**config.mk**
```make
export PLATFORM = sky130hd
export DESIGN_NAME = inst_loader
export DESIGN_NICKNAME = d
export VERILOG_FILES = /design/src/rtl/inst_loader.sv
export SDC_FILE = /design/constraint.sdc
export NUM_CORES = 1
export LEC_CHECK = 0
export CAP_MARGIN = 20
export CORE_MARGIN = 2
export CORE_UTILIZATION = 67
export CTS_CLUSTER_DIAMETER = 120
export CTS_CLUSTER_SIZE = 28
export DETAILED_ROUTE_END_ITERATION = 8
export DONT_BUFFER_PORTS = 1
export MAX_ROUTING_LAYER = met4
export PLACE_DENSITY = 0.84
export SLEW_MARGIN = 20
export SYNTH_ARGS = -nofsm -noshare
export SYNTH_HDL_FRONTEND = slang
export SYNTH_SLANG_ARGS = --single-unit
export TNS_END_PERCENT = 5
```
**constraint.sdc**
```tcl
create_clock -name clk -period 4.4 [get_ports clk]
set_input_delay 0.44 -clock clk [delete_from_list [all_inputs] [get_ports clk]]
set_output_delay 0.44 -clock clk [all_outputs]
set_load 0.03 [all_outputs]
```
**src/rtl/inst_loader.sv**
```systemverilog
// rtl/inst_loader.sv - boot-time loader: byte stream to 16-bit big-endian instruction-memory writes
module inst_loader #(
  parameter int ADDR_WIDTH = 8,
  parameter int WORD_WIDTH = 16
) (
  input  logic                  clk,
  input  logic                  reset,
  input  logic                  start,
  input  logic [ADDR_WIDTH:0]   length,
  input  logic [7:0]            byte_in,
  input  logic                  byte_valid,
  output logic                  byte_ready,
  output logic                  imem_we,
  output logic [ADDR_WIDTH-1:0] imem_addr,
  output logic [WORD_WIDTH-1:0] imem_wdata,
  output logic                  cpu_enable,
  output logic                  busy,
  output logic                  done,
  output logic                  error
);

  typedef enum logic [2:0] {
    S_IDLE = 3'd0,
    S_HI   = 3'd1,
    S_LO   = 3'd2,
    S_WR   = 3'd3,
    S_DONE = 3'd4
  } state_t;

  localparam logic [ADDR_WIDTH:0] ONE     = {{ADDR_WIDTH{1'b0}}, 1'b1};
  localparam logic [ADDR_WIDTH:0] MAX_LEN = {1'b1, {ADDR_WIDTH{1'b0}}};

  state_t                state;
  logic [ADDR_WIDTH:0]   count;
  logic [ADDR_WIDTH:0]   last_idx;
  logic [7:0]            hi_byte;
  logic                  length_ok;
  logic                  xfer;

  assign length_ok  = (length != '0) && (length <= MAX_LEN);
  // Ready depends only on registered state, so no input reaches an output.
  assign byte_ready = (state == S_HI) || (state == S_LO);
  assign xfer       = byte_valid && byte_ready;

  always_ff @(posedge clk) begin
    if (reset) begin
      state      <= S_IDLE;
      count      <= '0;
      last_idx   <= '0;
      hi_byte    <= '0;
      imem_we    <= 1'b0;
      imem_addr  <= '0;
      imem_wdata <= '0;
      cpu_enable <= 1'b0;
      busy       <= 1'b0;
      done       <= 1'b0;
      error      <= 1'b0;
    end else begin
      case (state)
        S_IDLE, S_DONE: begin
          if (start) begin
            done       <= 1'b0;
            cpu_enable <= 1'b0;
            if (length_ok) begin
              last_idx <= length - ONE;
              count    <= '0;
              error    <= 1'b0;
              busy     <= 1'b1;
              state    <= S_HI;
            end else begin
              error <= 1'b1;
              busy  <= 1'b0;
              state <= S_IDLE;
            end
          end
        end
        S_HI: begin
          if (xfer) begin
            hi_byte <= byte_in;
            state   <= S_LO;
          end
        end
        S_LO: begin
          if (xfer) begin
            imem_wdata <= {hi_byte, byte_in};
            imem_addr  <= count[ADDR_WIDTH-1:0];
            imem_we    <= 1'b1;
            state      <= S_WR;
          end
        end
        S_WR: begin
          imem_we <= 1'b0;
          if (count == last_idx) begin
            busy       <= 1'b0;
            done       <= 1'b1;
            cpu_enable <= 1'b1;
            state      <= S_DONE;
          end else begin
            count <= count + ONE;
            state <= S_HI;
          end
        end
        default: begin
          imem_we <= 1'b0;
          busy    <= 1'b0;
          state   <= S_IDLE;
        end
      endcase
    end
  end

endmodule
```
* Word level (Yosys, flattened, before mapping) *
Cells that the tools add are included.

storage, ports and cells
  bits in registers = 57
  bits in latches = 0
  memory bits (writable) = 0
  bits in read-only memories = 0
  bits of input ports = 21
  output and inout bits = 30
  memories = 0

operators by class
  add/subtract/negate cells = 2
  multipliers = 0
  divide/modulo/power cells = 0
  order comparisons = 1
  equal/unequal tests = 11
  shifts and indexed selects = 0
  multiplexer cells = 20
  bitwise logic cells = 2
  reduce and logical (&&, ||, !) cells = 18

operators by type and width
  operator                                                count
  two-way mux 9 bit                                       3
  one-hot mux 9 bit (2 select lines)                      1
  two-way mux 3 bit                                       4
  != test 2 bit (second input constant)                   6
  one-hot mux 3 bit (4 select lines)                      1
  AND reduction 3 bit                                     4
  adder 9 x 1 -> 9 bit (second input constant)            1
  == test 9 bit                                           1
  less-or-equal comparator 9 bit (second input constant)  1
  nonzero test 9 bit                                      1
  subtractor 9 x 1 -> 9 bit (second input constant)       1
  two-way mux 1 bit                                       8
  AND reduction 2 bit                                     4
  == test 3 x 2 -> 1 bit (second input constant)          2
  one-hot mux 1 bit (2 select lines)                      2
  AND reduction 4 bit                                     1
  OR reduction 2 bit                                      2
  == test 3 x 1 -> 1 bit (second input constant)          1
  == test 3 bit (second input constant)                   1
  logical NOT 3 bit                                       1
  one-hot mux 1 bit (3 select lines)                      1
  OR reduction 3 bit                                      1
  logical AND 1 bit                                       2
  inverter 1 bit                                          2
  other kinds (2)                                         2

* Longest topological paths before layout *
Gate-level depths: netlist of run 1.

  depth after elaboration = 5
  gate-level depth with buffers = 9
  gate-level depth less buffers = 7

* Least setup slack after synthesis of run 1 *
OpenSTA, ideal clock, no wires.

  path type = input-to-reg
  start point = in length[0]
  end point = reg last_idx[0]
  setup time = 0.086 ns
  arrival = 1.684 ns
  data required time = 4.314 ns
  path slack = 2.630 ns
  cell stages on the path = 8
  buffers on the path = 2
  path through = inv_1 > ha_1 > nor3b_1 > a21oi_2 > or2_1 > buf_6 > buf_8 > a211oi_1

on the way
  longest elaborated chain between the ends = 3
  elaborated cells between the ends (all ways) = 5
  classes of those cells = 1 x add/sub; 1 x order compare; 3 x reduce/logical

RTL lines
  element                                                               RTL line  text
  start: declaration                                                    9         input logic [ADDR_WIDTH:0] length,
  less-or-equal comparator 9 bit or nonzero test 9 bit (tied branches)  40        assign length_ok = (length != '0) && (length <= MAX_LEN);
  logical AND 1 bit                                                     40
  AND reduction 3 bit (no line)                                         -
  end signal: assignment                                                65        last_idx <= length - ONE;
  end: declaration                                                      35        logic [ADDR_WIDTH:0] last_idx;

Parallel ways exist; a longest one is shown, timed or not.
A chain may end at the register's enable or synchronous reset.

* Worst setup path after layout of run 1 *
  start point = reg state[0]
  end point = reg last_idx[3]

on the way
  longest elaborated chain between the ends = 3
  elaborated cells between the ends (all ways) = 4
  classes of those cells = 1 x eq/ne; 3 x reduce/logical

RTL lines
  element                                             RTL line  text
  start: declaration                                  33        state_t state;
  start signal: assignment                            47        state <= S_IDLE;
  start signal: assignment                            69        state <= S_HI;
  start signal: assignment                            73        state <= S_IDLE;
  == test 3 bit or logical NOT 3 bit (tied branches)  59        case (state)
  OR reduction 2 bit *                                59
  AND reduction 3 bit (no line) *                     -

Mark *: on every way between the ends. The rest lies on a longest branch, timed or not.

==> results.toml, run 1 <==
[power_and_ir_drop]
cellPowerDensity_nw_per_um2 = 397
p_comb_share_pct = 7.3
overall_power_after_layout_w = 0.00110
clkPwrFrac_pct = 43.0
net_load_switching_power_w = 0.000268
sequentialPowerShare_pct = 49.8
p_int_w = 0.000835
power.static_leakage_nw = 0.956
power.share.switching_pct = 24.3
irDropWorstVdd_v = 0.000263

[critical_path]
setup.worst_path.start_class = "flip-flop"
category_of_the_worst_setup_path_capture_point = "flip-flop"
r2r_setup_slack_ns = 2.19
crit_family = "simple AND/OR/NAND/NOR gates"
crit_path_top_delay_cell = "sky130_fd_sc_hd__or4b_1"
cp_max_fo = 19
cp.buffers_inverters = 0
cp_data_arrival_time_ns = 2.45
cp.required_ns = 4.64
setup.worst_path.class = "reg -> reg"
critical_path.cell_chain = "or4b_1 > a21oi_2 > or2_1 > nor2_1 > a311oi_2"
cp_max_stage_delay_ns = 0.59

[grt]
grt-ovfl-total = 0
grt_pass1_wl_mm = 8.69
antenna_violations_before_repair = 0
grt_pass1_vias = 1873
grt_usage_pct = 26.3
grt_start_max_net_pins = 57

[floorplanning]
row_count = 22
initial_core_util_pct = 70.7
core_um2 = 3720
dieWidth_um = 66.6
i_o_pins = 51
chipHeight_um = 66.6
dieArea_um2 = 4440

[yosys]
yosysSeqAreaShare_pct = 43.4
syn-num-nets = 342
post_synth_inst_count = 318
dominantRegCellSynth = "sky130_fd_sc_hd__dfxtp_1"
synthSimpleGateAreaFrac_pct = 25.5
yosys-top-cells-area = "sky130_fd_sc_hd__dfxtp_1, sky130_fd_sc_hd__nand2_1, sky130_fd_sc_hd__a21oi_1"
xor_and_xnor_fraction_of_the_mapped_netlist_area_pct = 5.33
synthesis.area_um2 = 2630
ys_ff_latch = 57
synth-compound-area-share_pct = 17.8
synthArstFlopShare_pct = 0
syn-mean-instance-area_um2 = 8.26
synth_edf_count = 0
synth_top_family_by_area = "simple AND/OR/NAND/NOR gates"
yosys.area.top_type = "sky130_fd_sc_hd__dfxtp_1"
synthDistinctLibCells = 55
number_of_warnings_printed_during_yosys_synthesis = 0
yosys-mux-area-fraction_pct = 0.810
yosysTopAreaCellShare_pct = 43.4
yosys.area_share.adder_pct = 1.43

[clocking]
postCtsResizedCells = 0
cts.htree.levels = 3
cts_hold_buf = 0
cts.sink_count = 57
cts_post_setup_buffers_inserted = 0
clock_transition_time_at_the_flip_flop_clock_pins_of_the_worst_setup_and_hold_paths_ns = 0.06
tritoncts = "done"
clock_path_buffers = 2
numCtsBuffers = 9
worstSkewPairLatency_ns = 0.33
clock_tree.root_cell = "sky130_fd_sc_hd__clkbuf_8"

[placed_design]
detailedPlacementHpwl_mm = 3.62
globalplace.congestion = 0.889
io_buffer_count = 0

[flow_run]
maxCapViolCount = 0

[outcome]
status = "complete, no violations"

[final_layout]
layout-area-overhead-vs-synth_pct = 5.76
n_fill_cell = 264
mostFrequentLayoutCell = "sky130_fd_sc_hd__nand2_1"
finalNetCount = 331
num_antenna_cells = 0
fin_util_pct = 74.8
drive_gt1_share_pct = 9.94
most-common-layout-cells = "sky130_fd_sc_hd__nand2_1, sky130_fd_sc_hd__dfxtp_1, sky130_fd_sc_hd__a21oi_1"

[route]
initialDrtViolationCount = 265
antenna_left = 0
routed_wl_mm = 5.33
vias_per_cell = 5.95
dr.pass1.iters = 5
drcViolationCount = 0
via_count = 2141
route.detailed.wl_per_inst_um = 14.8

[sta]
fin_max_slew_vios = 0
grt_setup_unrepaired = "false"
timing_worst_slew_pin_value_ns = 1.05
timing.final.crit_period_ns = 2.21
layout_worst_path_cycle_share_pct = 50.3
final.setup.tns_ns = 0
setup_viol = 0
timing_hold_violations_final = 0
slew-limit-headroom_pct = 29.9
fmax_mhz = 452
final_clock_skew_ns = 0.00598

[worst_hold_path]
holdCritPathClass = "in -> reg"
## power groups by stage
stage                     sequential (W)  clock [W]  combinational [W]
after CTS                       0.000549   0.000478          0.0000798
after global placement          0.000560          0          0.0000763
after detailed placement        0.000561          0          0.0000791
after global routing            0.000551   0.000503          0.0000892
final                           0.000549   0.000475          0.0000800
after floorplan                 0.000555          0          0.0000827
## kinds of logic (layout without fill, tap and decap cells)
family | after synthesis | after routing
simple gates | 140 | 140
compound gates | 73 | 73
flops | 57 | 57
buf+inv | 27 | 21
xor+xnor | 16 | 16
fa+ha+maj | 3 | 3
mux | 2 | 2
## cell usage after synthesis (all sizes together) (2+ instances only)
cell type / count
nor2: 20
nor3b: 3
a31oi: 6
or4b: 2
nand2b: 3
and3: 2
dfxtp: 57
clkbuf: 14
a211oi: 10
xnor2: 5
nand3: 11
nor3: 9
inv: 4
nand2: 75
buf: 9
o211ai: 2
nand3b: 2
xor2: 11
o21ai: 4
nor4: 3
a21oi: 40
or4: 2
ha: 3
## flip-flops by register name, summed over array words and instances, names as in the netlist
signal and flops:
imem_wdata 16, error 1, done 1, imem_we 1, busy 1, hi_byte 8, state 3, count 9
last_idx 9, imem_addr 8
## metal layers
metal / wire, µm / track usage (%) / up-vias / part of all wire (%)
met5: 0 / - / - / 0
met4: 49 / 11.5 / 0 / 0.92
met3: 338 / 5.24 / 9 / 6.3
met2: 2500 / 39.3 / 80 / 47
met1: 2440 / 34.7 / 969 / 46
li1: - / - / 1083 / -
## layout make-up
| class | instances | area, µm² | share of cell area [%] |
|---|---|---|---|
| Clock buffer | 11 | 141 | 5.09 |
| Timing Repair Buffer | 1 | 15.0 | 0.540 |
| Sequential cell | 57 | 1140 | 41.1 |
| Multi-Input combinational cell | 234 | 1350 | 48.6 |
| Inverter | 4 | 15.0 | 0.540 |
| Clock inverter | 5 | 55.1 | 1.98 |
| Tap cell | 48 | 60.1 | 2.16 |
## worst paths after layout
check,from,endpoint,depth (start not counted)
worst max register to register,state[0],last_idx[3],5
worst min-delay path,reset,last_idx[3],1
worst min register to register,hi_byte[0],hi_byte[0],2
worst max-delay path,state[0],last_idx[3],5
## stage by stage
stage	std cells	setup slack, ns	cell area (µm²)	hold WS, ns
after floorplan	318	2.63	2630	0.432
after global placement	343	2.29	2570	0.435
after detailed placement	344	2.18	2580	0.442
after CTS	360	2.20	2780	0.169
after global routing	360	2.04	2780	0.175
final	360	2.19	2780	0.183
Note: power is estimated with default switching activity, not from simulation.
==> inputs of run 2 (changes only) <==
--- a/config.mk
+++ b/config.mk
@@ -7,13 +7,13 @@
 export LEC_CHECK = 0
 export CAP_MARGIN = 20
 export CORE_MARGIN = 2
-export CORE_UTILIZATION = 67
+export CORE_UTILIZATION = 56
 export CTS_CLUSTER_DIAMETER = 120
 export CTS_CLUSTER_SIZE = 28
 export DETAILED_ROUTE_END_ITERATION = 8
 export DONT_BUFFER_PORTS = 1
 export MAX_ROUTING_LAYER = met4
-export PLACE_DENSITY = 0.84
+export PLACE_DENSITY = 0.75
 export SLEW_MARGIN = 20
 export SYNTH_ARGS = -nofsm -noshare
 export SYNTH_HDL_FRONTEND = slang
==> constraint.sdc (replaced) <==
create_clock -name clk -period 1.9 [get_ports clk]
set_input_delay 0.19 -clock clk [delete_from_list [all_inputs] [get_ports clk]]
set_output_delay 0.19 -clock clk [all_outputs]
set_load 0.03 [all_outputs]
==> run 2 against run 1 <==
Compared with the run above: hold slack lost 0.16 ns; total power is 130% higher; via count grew 6.9%; setup slack got worse by 2.1 ns; clock-buffer cell count is 1 lower; clock skew is 0.0023 ns higher; final area is 10% higher.
==> results.toml, run 2 (same netlist as run 1, synthesis figures left out) <==
[grt]
grt_pass1_wl_mm = 9.81
antenna_violations_before_repair = 0
grt_usage_pct = 25.1
grt_start_max_net_pins = 51
grt-ovfl-total = 0
grt_pass1_vias = 2155

[route]
initialDrtViolationCount = 198
vias_per_cell = 5.82
routed_wl_mm = 6.14
dr.pass1.iters = 4
via_count = 2289
route.detailed.wl_per_inst_um = 15.6
drcViolationCount = 0
antenna_left = 0

[placed_design]
detailedPlacementHpwl_mm = 4.01
postPlaceCellArea_um2 = 2740
globalplace.congestion = 0.938
io_buffer_count = 0

[final_layout]
layout-area-overhead-vs-synth_pct = 16.4
mostFrequentLayoutCell = "sky130_fd_sc_hd__nand2_1"
largest_register_ffs = 16
area.sequential_um2 = 1140
reg.largest.list = "imem_wdata: 16 flops, count: 9 flops, last_idx: 9 flops"
multiInputGateArea_um2 = 1370
drive_gt1_share_pct = 16.1
finalNetCount = 360
final_design_area_no_fill_um2 = 3060
n_fill_cell = 371
largest_register = "imem_wdata"
num_antenna_cells = 0
most-common-layout-cells = "sky130_fd_sc_hd__nand2_1, sky130_fd_sc_hd__dfxtp_1, sky130_fd_sc_hd__a21oi_1"
fin_util_pct = 68.8

[critical_path]
crit_path_top_delay_cell = "sky130_fd_sc_hd__dlygate4sd3_1"
critical_path.cell_chain = "buf_6 > nor4bb_4 > buf_6 > nand2_1 > a21oi_1 > dlygate4sd3_1"
cp_data_arrival_time_ns = 2.12
cp.buffers_inverters = 3
setup.worst_path.start_class = "flip-flop"
setup.worst_path.class = "reg -> reg"
category_of_the_worst_setup_path_capture_point = "flip-flop"
critical-path-top-cell-by-count = "sky130_fd_sc_hd__buf_6"
cp_max_stage_delay_ns = 0.56
cp_max_fo = 24
cp.required_ns = 2.18
crit_family = "buffers and inverters"

[floorplanning]
row_count = 24
chipHeight_um = 72.5
initial_core_util_pct = 59.1
core_um2 = 4440
dieArea_um2 = 5260
i_o_pins = 51
dieWidth_um = 72.5

[sta]
layout_worst_path_cycle_share_pct = 96.4
timing_hold_violations_final = 0
timing.final.crit_period_ns = 1.83
holdWs_ns = 0.0187
slew-limit-headroom_pct = 59.8
setup_viol = 0
timing_worst_slew_pin_value_ns = 0.603
fmax_mhz = 546
final_clock_skew_ns = 0.00826
fin_max_slew_vios = 0
final.setup.tns_ns = 0

[power_and_ir_drop]
power.static_leakage_nw = 1.11
irDropWorstVdd_v = 0.000637
cellPowerDensity_nw_per_um2 = 832
overall_power_after_layout_w = 0.00254

[clocking]
cts.sink_count = 57
cts.htree.levels = 3
numCtsBuffers = 9
clock_transition_time_at_the_flip_flop_clock_pins_of_the_worst_setup_and_hold_paths_ns = 0.07
clock_path_buffers = 2
clock_tree.root_cell = "sky130_fd_sc_hd__clkbuf_8"
cts_post_setup_buffers_inserted = 0
worstSkewPairLatency_ns = 0.34
tritoncts = "done"

[outcome]
status = "complete, no violations"

[flow_run]
maxCapViolCount = 0

[worst_hold_path]
holdCritPathClass = "in -> reg"
-- run 2: cell types whose count changed in the layout (fill, tap and decap cells not counted), sizes merged --
cell,before,now
buf,1,21
dlygate4sd3,0,9
clkinv,2,5
bufinv,1,0
clkbuf,11,10
clkinvlp,2,1
-- run 2: worst reg2reg max path, cell delays in order, from the launching register on --
cell and delay, ns:
sky130_fd_sc_hd__dfxtp_1 0.33, sky130_fd_sc_hd__buf_6 0.15, sky130_fd_sc_hd__nor4bb_4 0.30, sky130_fd_sc_hd__buf_6 0.25, sky130_fd_sc_hd__nand2_1 0.08, sky130_fd_sc_hd__a21oi_1 0.11
sky130_fd_sc_hd__dlygate4sd3_1 0.56
-- run 2: worst paths after layout --
path | start | endpoint | slack (ns) | cells past startpoint
worst min-delay path | byte_in[1] | hi_byte[1] | 0.02 | 2
worst max register to register | state[0] | imem_wdata[1] | 0.07 | 6
worst min register to register | hi_byte[5] | imem_wdata[13] | 0.45 | 2
worst max-delay path | state[0] | imem_wdata[1] | 0.07 | 6
-- run 2: final cells by class --
type                    count  share of cell area (%)
clock buffers              10                    4.50
clock inverters             6                    1.43
inverters                   4                   0.491
multi-input cells         234                    44.8
flip-flops and latches     57                    37.3
well taps                  52                    2.13
repair buffers             30                    9.29
-- run 2: report_power, final --
| group | switching (W) | internal, W | total (W) |
|---|---|---|---|
| registers | 0.0000370 | 0.00123 | 0.00126 |
| clock network | 0.000497 | 0.000509 | 0.00101 |
| logic | 0.000156 | 0.000118 | 0.000274 |
| total | 0.000690 | 0.00185 | 0.00254 |
-- run 2: what timing repair did --
item / CTS / global route
endpoints found under the setup margin: 0 / 14
endpoints found under the hold margin: 50 / 0
gates resized for setup: 0 / 7
hold buffers: 10 / 0
-- run 2: per-stage QoR --
step,cells,worst slack (ns)
floorplan,318,0.216
global placement,367,0.163
detailed placement,367,0.0950
CTS,393,0.0259
global route,393,-0.0172
finish,393,0.0675
-- run 2: metal layers --
layer,global-route usage [%],part of all wire [%]
met5,-,0
met4,9.88,1.3
met3,9.17,7.4
met2,38.2,48
met1,30.4,43
